===== config.mk =====
export PLATFORM = sky130hd
export DESIGN_NAME = wptr_full
export DESIGN_NICKNAME = d
export VERILOG_FILES = /design/src/rtl/wptr_full_pkg.sv /design/src/rtl/wptr_full.sv
export SDC_FILE = /design/constraint.sdc
export NUM_CORES = 1
export LEC_CHECK = 0
export ABC_AREA = 1
export ABC_CLOCK_PERIOD_IN_PS = 2800
export CAP_MARGIN = 40
export CORE_ASPECT_RATIO = 0.75
export CORE_UTILIZATION = 35
export CTS_BUF_LIST = sky130_fd_sc_hd__clkbuf_4 sky130_fd_sc_hd__clkbuf_8 sky130_fd_sc_hd__clkbuf_16
export CTS_CLUSTER_SIZE = 8
export DETAILED_ROUTE_END_ITERATION = 12
export PLACE_DENSITY = 0.6
export RECOVER_POWER = 50
export REMOVE_ABC_BUFFERS = 1
export SYNTH_ARGS = -nofsm -noshare
export SYNTH_HDL_FRONTEND = slang
export SYNTH_SLANG_ARGS = --single-unit

===== constraint.sdc =====
create_clock -name w_clk -period 2.8 [get_ports w_clk]
set_input_delay 0.56 -clock w_clk [delete_from_list [all_inputs] [get_ports w_clk]]
set_output_delay 0.56 -clock w_clk [all_outputs]
set_load 0.05 [all_outputs]

===== src/rtl/wptr_full_pkg.sv =====
// wptr_full_pkg: shared async-FIFO helpers (Gray conversion, pointer width, DEPTH check)
package wptr_full_pkg;
   localparam int FW = 32;
   function automatic int ptr_w(input int depth);
      return $clog2(depth) + 1;
   endfunction
   function automatic bit is_pow2(input int depth);
      return depth >= 4 && (depth & (depth - 1)) == 0;
   endfunction
   function automatic logic [FW-1:0] bin2gray(input logic [FW-1:0] b);
      return b ^ (b >> 1);
   endfunction
   function automatic logic [FW-1:0] gray2bin(input logic [FW-1:0] g);
      logic [FW-1:0] b;
      b = g;
      for (int i = FW - 2; i >= 0; i--) b[i] = b[i+1] ^ g[i];
      return b;
   endfunction
endpackage


===== src/rtl/wptr_full.sv =====
// wptr_full: write pointer and full/almost-full/level/overflow status for the async FIFO.
// Ports: w_clk, rst (sync, active-high), w_en, wsync_ptr2 (synced Gray read ptr) in;
// mem_we, waddr, wptr (Gray), w_full, w_almost_full, w_level, w_overflow out.
module wptr_full
   import wptr_full_pkg::*;
#(
   parameter int DEPTH     = 8,
   parameter int AF_THRESH = DEPTH - 2
) (
   input  logic                      w_clk,
   input  logic                      rst,
   input  logic                      w_en,
   input  logic [$clog2(DEPTH):0]    wsync_ptr2,
   output logic                      mem_we,
   output logic [$clog2(DEPTH)-1:0]  waddr,
   output logic [$clog2(DEPTH):0]    wptr,
   output logic                      w_full,
   output logic                      w_almost_full,
   output logic [$clog2(DEPTH):0]    w_level,
   output logic                      w_overflow
);
   localparam int N  = $clog2(DEPTH);
   localparam int PW = ptr_w(DEPTH);
   localparam logic [PW-1:0] AF = PW'(AF_THRESH);
   if (!is_pow2(DEPTH) || AF_THRESH < 1 || AF_THRESH > DEPTH) begin : g_bad_param
      $error("wptr_full: DEPTH must be a power of two >= 4 and AF_THRESH in 1..DEPTH");
   end
   logic [PW-1:0] wbin_q, wbin_d, wgray_q, wgray_d, level_q, level_d, rbin_s;
   logic          full_q, full_d, af_q, af_d, ovf_q, ovf_d, w_inc;
   always_comb begin
      w_inc   = w_en & ~full_q;
      wbin_d  = wbin_q + PW'(w_inc);
      wgray_d = PW'(bin2gray(FW'(wbin_d)));
      rbin_s  = PW'(gray2bin(FW'(wsync_ptr2)));
      // Level uses the post-write pointer so a filling write raises full at the same edge
      level_d = wbin_d - rbin_s;
      full_d  = wgray_d == {~wsync_ptr2[N:N-1], wsync_ptr2[N-2:0]};
      af_d    = level_d >= AF;
      ovf_d   = ovf_q | (w_en & full_q);
   end
   always_ff @(posedge w_clk) begin
      if (rst) begin
         wbin_q  <= '0;
         wgray_q <= '0;
         level_q <= '0;
         full_q  <= 1'b0;
         af_q    <= 1'b0;
         ovf_q   <= 1'b0;
      end else begin
         wbin_q  <= wbin_d;
         wgray_q <= wgray_d;
         level_q <= level_d;
         full_q  <= full_d;
         af_q    <= af_d;
         ovf_q   <= ovf_d;
      end
   end
   assign mem_we        = w_inc;
   assign waddr         = wbin_q[N-1:0];
   assign wptr          = wgray_q;
   assign w_full        = full_q;
   assign w_almost_full = af_q;
   assign w_level       = level_q;
   assign w_overflow    = ovf_q;
endmodule


# --- Word level (Yosys, flattened, before mapping) ---
# Index checks and enable logic that the tools add are counted.
totals:
  ff_bits: 15
  input_bits: 7
  elab_cells: 19
classes:
  eq_ne: 1
  n_lt_le_gt_ge: 1
  add_sub_neg: 2
  bitwise: 9
op_table:
  columns: ["operator", "count"]
  rows:
  - ["$add A4 B1 Y4", 1]
  - ["$eq A4 B4 Y1", 1]
  - ["$ge A4 B3 Y1 const B", 1]
  - ["$sub A4 B4 Y4", 1]
  - ["$xor A4 B3 Y4", 1]
  - ["$xor A1 B1 Y1", 3]
  - ["$and A1 B1 Y1", 2]
  - ["$not A2 Y2", 1]
  - ["$not A1 Y1", 1]
  - ["$or A1 B1 Y1", 1]

# --- Longest topological paths before layout ---
# Gate-level depths: netlist of the first run.
logic_depth:
  word_depth: 5
  mapped_depth: 14
  mapped_depth_nobuf: 14

# --- Worst setup path after synthesis of the first run ---
# OpenSTA, ideal clock, no wires.
synth_path:
  kind: "input to register"
  startpoint: "input w_en"
  endpoint: "register af_q, in the netlist w_almost_full"
  arrival_time_ns: 2.801
  t_required_ns: 2.685
  setup_ns: 0.115
  n_path_buf: 0
  path_slack_ns: -0.116
  path_stages: 14
  path_cell_list: "inv_1 nor2_1 ha_1 ha_1 inv_1 nand2_1 nand2_1 ha_1 a21oi_1 o21ai_0 inv_1 nand3_1 nand3_1 nand2_1"
synth_between:
  elab_chain_len: 4
synth_rtl:
  columns: ["item", "line_no", "rtl"]
  rows:
  - ["start: declaration", "wptr_full.sv:12", "input logic w_en,"]
  - ["$and A1 B1 Y1", "wptr_full.sv:31", "w_inc = w_en & ~full_q;"]
  - ["via mem_we", "wptr_full.sv:14", "output logic mem_we,"]
  - ["$add A4 B1 Y4", "wptr_full.sv:32", "wbin_d = wbin_q + PW'(w_inc);"]
  - ["via wbin_d[2]", "wptr_full.sv:28", "logic [PW-1:0] wbin_q, wbin_d, wgray_q, wgray_d, level_q, level_d, rbin_s;"]
  - ["$sub A4 B4 Y4", "wptr_full.sv:36", "level_d = wbin_d - rbin_s;"]
  - ["$ge A4 B3 Y1", "wptr_full.sv:38", "af_d = level_d >= AF;"]
  - ["end signal: assignment", "wptr_full.sv:47", "af_q <= 1'b0;"]
  - ["end signal: assignment", "wptr_full.sv:54", "af_q <= af_d;"]
  - ["end: declaration", "wptr_full.sv:29", "logic full_q, full_d, af_q, af_d, ovf_q, ovf_d, w_inc;"]
# The timed path passes the listed nets, and every way through them passes these cells.
# A chain may end at the register's enable or synchronous reset.

# --- Worst setup path in the final report of the first run ---
layout_path:
  startpoint: "input w_en"
  endpoint: "register af_q, in the netlist w_almost_full"
layout_between:
  elab_chain_len: 4
layout_rtl:
  columns: ["item", "line_no"]
  rows:
  - ["$and A1 B1 Y1", "wptr_full.sv:31"]
  - ["$add A4 B1 Y4", "wptr_full.sv:32"]
  - ["via wbin_d[2]", "wptr_full.sv:28"]
  - ["$sub A4 B4 Y4", "wptr_full.sv:36"]
  - ["$ge A4 B3 Y1", "wptr_full.sv:38"]
# The timed path passes the listed nets, and every way through them passes these cells.

==> impl_metrics.toml, run 1 <==
[cells_and_area]
syn_to_final_growth_pct = 39.59
fill_cells = 206
seqCellArea_um2 = 280.3
multi_input_area_um2 = 387.9
drive_gt1_frac = 0.08462
diodes = 0
nets = 144
layout.cells.non_filler = 154

[setup_path]
path_class = "in2reg"
crit_path_end_kind = "flip-flop"
critPathLaunchType = "input pin"
path_max_fanout = 3
critPathRequiredTime_ns = 2.97
crit_arrival_ns = 2.74

[clock_tree]
clk-insertion-delay-late_ns = 0.28
cts_setup_buffers = 0
cts-root-buf = "clkbuf_4"
cts_hold_buf = 0
ctsLongestPathBuffers = 2
cts_inserted_buffers = 3
cts-htree-levels = 1
ctsResizeCount = 0
cts.sinks = 14
cts_tree = "done"
path_clk_slew_ns = 0.08

[timing]
finalHoldViolCount = 0
tightest_slew_ns = 0.4987
rsz0062_at_grt = "false"
relSlewSlack = 0.6665
timing.fmax_mhz = 389.7
setup_viol = 0
final_max_slew_viol_count = 0
timing.final.crit_period_ns = 2.566
fin_ws_ns = 0.2340
finClkSkew_ns = 0.006593
period_share = 0.9164

[flow_run]
cap_violations = 0

[die]
io_pins = 22
core_um2 = 1997
die_width_um = 55.08
die_area_um2 = 2302
die_h_um = 41.81
num_rows = 14
start_util = 0.3703

[global_route]
grt.total_usage = 0.1589
antenna_found_initial = 0
grt_max_degree = 9
grt_first_pass_wirelength_um = 2490
overflow = 0
first_global_vias = 586

[yosys]
synth.mux.area_fraction = 0
yosys_register_bits = 14
ys_warn_count = 0
ys_seq_area_frac = 0.3790
netlist_area_um2 = 739.5
synthDistinctLibCells = 16
synthCells = 101
synth_xor_area_frac = 0.06768
synth_compound_area_frac = 0.04061
yosys.area_share.adder = 0.1117
yosys.area_share.simple = 0.3147
synth_top_family_by_area = "simple AND/OR/NAND/NOR gates"
syn_avg_cell_area_um2 = 7.321

[worst_hold_path]
hold_class = "reg2reg"

[detailed_routing]
drt_iter0_markers = 9
wire_per_inst_um = 10.18
firstDrtPassIters = 4
wl_um = 1567
ant_nets = 0
viasPerCell = 4.604
drc = 0
dr_total_vias = 709

[placement]
placed_cells = 150
portBuffers = 21
post-place-ws_ns = -0.05931
dp.final_hpwl_um = 1334
gp_congestion = 0.8126

[power]
ir_drop_mv = 0.3488
powerDensity_nw_per_um2 = 623.5
cellLeakagePower_nw = 0.5181

[run_status]
status = "finished clean"
==> stage by stage <==
step	utilization	area (µm²)	total power [mW]	setup TNS, ns	hold slack, ns
after floorplan	-	735.7	0.4287	-0.2200	0.6267
after global placement	0.5063	1011	0.5204	0	0.4505
after detailed placement	0.5063	1011	0.5231	-0.1051	0.4557
after CTS	0.5244	1047	0.6672	0	0.4770
after global routing	0.5169	1032	0.6883	0	0.5384
final	0.5169	1032	0.6436	0	0.4738
==> worst max-delay path, cell delays in order <==
cell and delay, ns:
clkdlybuf4s50_1 0.48, inv_1 0.05, nor2_1 0.14, ha_1 0.21
ha_1 0.20, inv_1 0.06, nand2_1 0.05, nand2_1 0.10
ha_1 0.35, a21oi_1 0.12, o21ai_0 0.12, inv_1 0.07
nand3_1 0.07, nand3_1 0.10, nand2_1 0.05
==> final cells by class <==
cell class,count,share of cell area
Sequential cell,14,0.2715
Multi-Input combinational cell,70,0.3758
Inverter,16,0.05818
Clock buffer,4,0.03515
Tap cell,24,0.02909
Timing Repair Buffer,26,0.2303
==> cell usage in the layout (no fill, tap or decap) <==
cell type        count
inv_1               16
dfxtp_1             14
clkbuf_4             3
ha_1                 5
clkbuf_1             2
clkbuf_8             1
and3_1               1
nor2_1              11
buf_4                4
a21oi_1              5
nand2_2              2
nand4_1              3
o21ai_0              1
nand2_1             25
clkdlybuf4s50_1     11
xnor2_1              1
fa_1                 1
nand3_1             12
xor2_1               2
xor2_2               1
dlygate4sd3_1        9
==> cells in the mapped netlist, drive strengths merged <==
master	number	area, µm²
a21oi	5	25.02
and3	1	6.260
o21ai	1	5.000
xnor2	1	16.27
inv	16	60.06
ha	5	62.56
clkbuf	1	3.750
nand2	27	106.4
fa	1	20.02
nand4	3	18.77
dfxtp	14	280.3
xor2	3	33.79
nor2	11	41.29
nand3	12	60.06
==> where the power goes <==
part           switching, mW  internal, mW  leakage (nW)  total (mW)
clock network         0.0626        0.0791        0.0210       0.142
logic                  0.177        0.0906         0.382       0.268
registers            0.00798         0.226         0.115       0.234
==> sequential cells by signal, summed over array words and instances (netlist names) <==
name	flops
w_full	1
wbin_q	4
w_almost_full	1
wptr	3
w_overflow	1
w_level	4
==> metal layers <==
| metal | up-vias | global-route usage | routed length, µm |
|---|---|---|---|
| met5 | - | 0 | 0 |
| met4 | 0 | 0.07500 | 17 |
| met3 | 2 | 0.05495 | 94 |
| met2 | 22 | 0.2145 | 679 |
| met1 | 310 | 0.2217 | 776 |
| li1 | 375 | - | - |
==> final timing paths <==
path / start / to / slack [ns] / cells past startpoint
max: w_en / w_almost_full / 0.23 / 15
min: w_overflow / w_overflow / 0.47 / 2
max reg2reg: w_full / w_almost_full / 0.69 / 13
min reg2reg: w_overflow / w_overflow / 0.47 / 2
==> cell families after synthesis <==
logic type | after synthesis
DFF | 14
and+or+nand+nor | 54
xor gates and xnor gates | 4
buffers and inverters | 17
AOI/OAI and AO/OA | 6
adders and majority gates | 6
Note: power is estimated with default switching activity, not from simulation.
==> run 2: changes to the inputs <==
- ABC_CLOCK_PERIOD_IN_PS: 2800 -> 2300
- PLACE_DENSITY: 0.6 -> 0.63
- clock period: 2.8 -> 2.3 ns (I/O delays scaled with it)
==> run 2 against run 1 <==
The flow now finishes with violations (design-rule violations). Largest cell class unchanged. Via count is 4.4% higher. Combinational power is 40% higher. Utilization is 5.6 points higher. Clock-buffer cell count stayed put. Global-route usage is 1.0 points higher. Flip-flop and latch count stayed put. Critical path depth is 5 lower. Worst setup slack worse by 0.14 ns. Die area stayed put.
==> impl_metrics.toml, run 2 (synthesis results as in run 1) <==
[global_route]
overflow = 0
gr-usage-met2 = 0.2554
first_global_vias = 649
globalRouteMet3Util = 0.06593
grt.total_usage = 0.1694
grt_max_degree = 9
top_usage_layer = "met2"
antenna_found_initial = 0
grt_first_pass_wirelength_um = 2697
use_met1 = 0.2159

[clock_tree]
cts-root-buf = "clkbuf_4"
path_clk_slew_ns = 0.09
ctsLongestPathBuffers = 2
clk-insertion-delay-late_ns = 0.28
cts_inserted_buffers = 3
cts_tree = "done"
cts.sinks = 14
cts-htree-levels = 1
cts_hold_buf = 0

[timing]
relSlewSlack = 0.6675
finalSetupTns_ns = 0
finClkSkew_ns = 0.001533
period_share = 0.9584
rsz0062_at_grt = "false"
tightest_slew_ns = 0.4971
timing.fmax_mhz = 453.6
setup_viol = 0
hold_ws_ns = 0.4551
final_max_slew_viol_count = 0
timing.final.crit_period_ns = 2.204
finalHoldViolCount = 0

[die]
core_um2 = 1997
die_h_um = 41.81
io_pins = 22
start_util = 0.3703
die_area_um2 = 2302
die_width_um = 55.08
num_rows = 14

[cells_and_area]
fill_cells = 205
seqCellArea_um2 = 280.3
diodes = 0
syn_to_final_growth_pct = 54.82
drive_gt1_frac = 0.1727
nets = 153
layout_common_cells = "nand2_1, inv_1, clkdlybuf4s50_1, dfxtp_1"
final_common_cell = "nand2_1"
final_util = 0.5733
multi_input_area_um2 = 415.4

[worst_hold_path]
hold_depth = 3
hold_class = "in2reg"

[setup_path]
cp_slowest_stage_delay_ns = 0.46
path_max_fanout = 2
critPathRequiredTime_ns = 2.54
path_cells = "clkdlybuf4s50_1 -> xnor2_2 -> xor2_2 -> xor2_1 -> ha_1 -> fa_1 -> xor2_1 -> nor2_1 -> nand2_1 -> nand2_1"
crit_arrival_ns = 2.44
critPathLaunchType = "input pin"
path_class = "in2reg"
rr_worst_depth = 13
crit_path_end_kind = "flip-flop"
crit_path_top_delay_cell = "clkdlybuf4s50_1"

[run_status]
status = "finished, violations left"
violations = "design-rule violations"

[placement]
gp_congestion = 0.8649
portBuffers = 21
dp.final_hpwl_um = 1350

[power]
p_int_mw = 0.5165
powerDensity_nw_per_um2 = 734.4
ir_drop_mv = 0.4740
cellLeakagePower_nw = 0.5808
p_comb_frac = 0.446
netSwitchingPower_mw = 0.3243
swShare = 0.3857
power_frac_seq = 0.340
power.share.clock = 0.214

[detailed_routing]
wire_per_inst_um = 10.52
drt_iter0_markers = 19
ant_nets = 0
viasPerCell = 4.540
wl_um = 1715
drc = 1
firstDrtPassIters = 8
dr_total_vias = 740

[flow_run]
cap_violations = 0
## run 2: cell count changes in the layout (fill, tap and decap cells not counted), moves of 2 or more
cell,before,now
dlygate4sd3_1,9,4
dlymetal6s2s_1,0,2
clkdlybuf4s50_1,11,14
buf_4,4,12
## run 2: per-layer routing
layer  wire length (µm)  part of all wire  vias to the layer above
met5                  0                 0                        -
met4                 12            0.0070                        0
met3                 94             0.055                        2
met2                824              0.48                       24
met1                783              0.46                      320
li1                   -                 -                      394
## run 2: critical path: cells and delay by family
| kind | cells | cell delay, ns |
|---|---|---|
| buffers and inverters | 1 | 0.46 |
| AND/OR/NAND/NOR | 3 | 0.24 |
| XOR/XNOR | 4 | 0.68 |
| adder cells (fa/ha/maj) | 2 | 0.60 |
## run 2: power groups by stage
stage          Sequential, mW  Combinational, mW  Clock [mW]
3_3_place_gp            0.291              0.365           0
5_1_grt                 0.289              0.407       0.200
6_report                0.286              0.375       0.180
4_1_cts                 0.287              0.379       0.190
2_1_floorplan           0.408              0.114           0
3_5_place_dp            0.293              0.372           0
## run 2: layout make-up
cell class / count / share of cell area
sequential: 14 / 0.2448
clock buffer: 4 / 0.03169
multi-input combinational: 70 / 0.3628
timing repair buffer: 35 / 0.2820
tap: 24 / 0.02623
inverter: 16 / 0.05246
## run 2: final timing paths
check                start            end  slack, ns
min reg2reg     w_overflow     w_overflow       0.48
min                   w_en     w_overflow       0.46
max          wsync_ptr2[3]  w_almost_full        0.1
max reg2reg         w_full  w_almost_full       0.35
## run 2: stage by stage
stage | cell area [µm²] | power [mW] | instances | setup WS (ns)
2_1_floorplan | 735.7 | 0.5219 | 100 | -0.5903
3_3_place_gp | 1084 | 0.6562 | 158 | -0.3917
3_5_place_dp | 1084 | 0.6650 | 158 | -0.4336
4_1_cts | 1140 | 0.8560 | 162 | 0.03612
5_1_grt | 1145 | 0.8966 | 163 | 0.01357
6_report | 1145 | 0.8407 | 163 | 0.09559
## run 2: repair_timing
action / CTS / global route
gates resized for setup: 5 / 6
endpoints found under the setup margin: 2 / 2
setup buffers: 0 / 1
pin swaps: 1 / 5
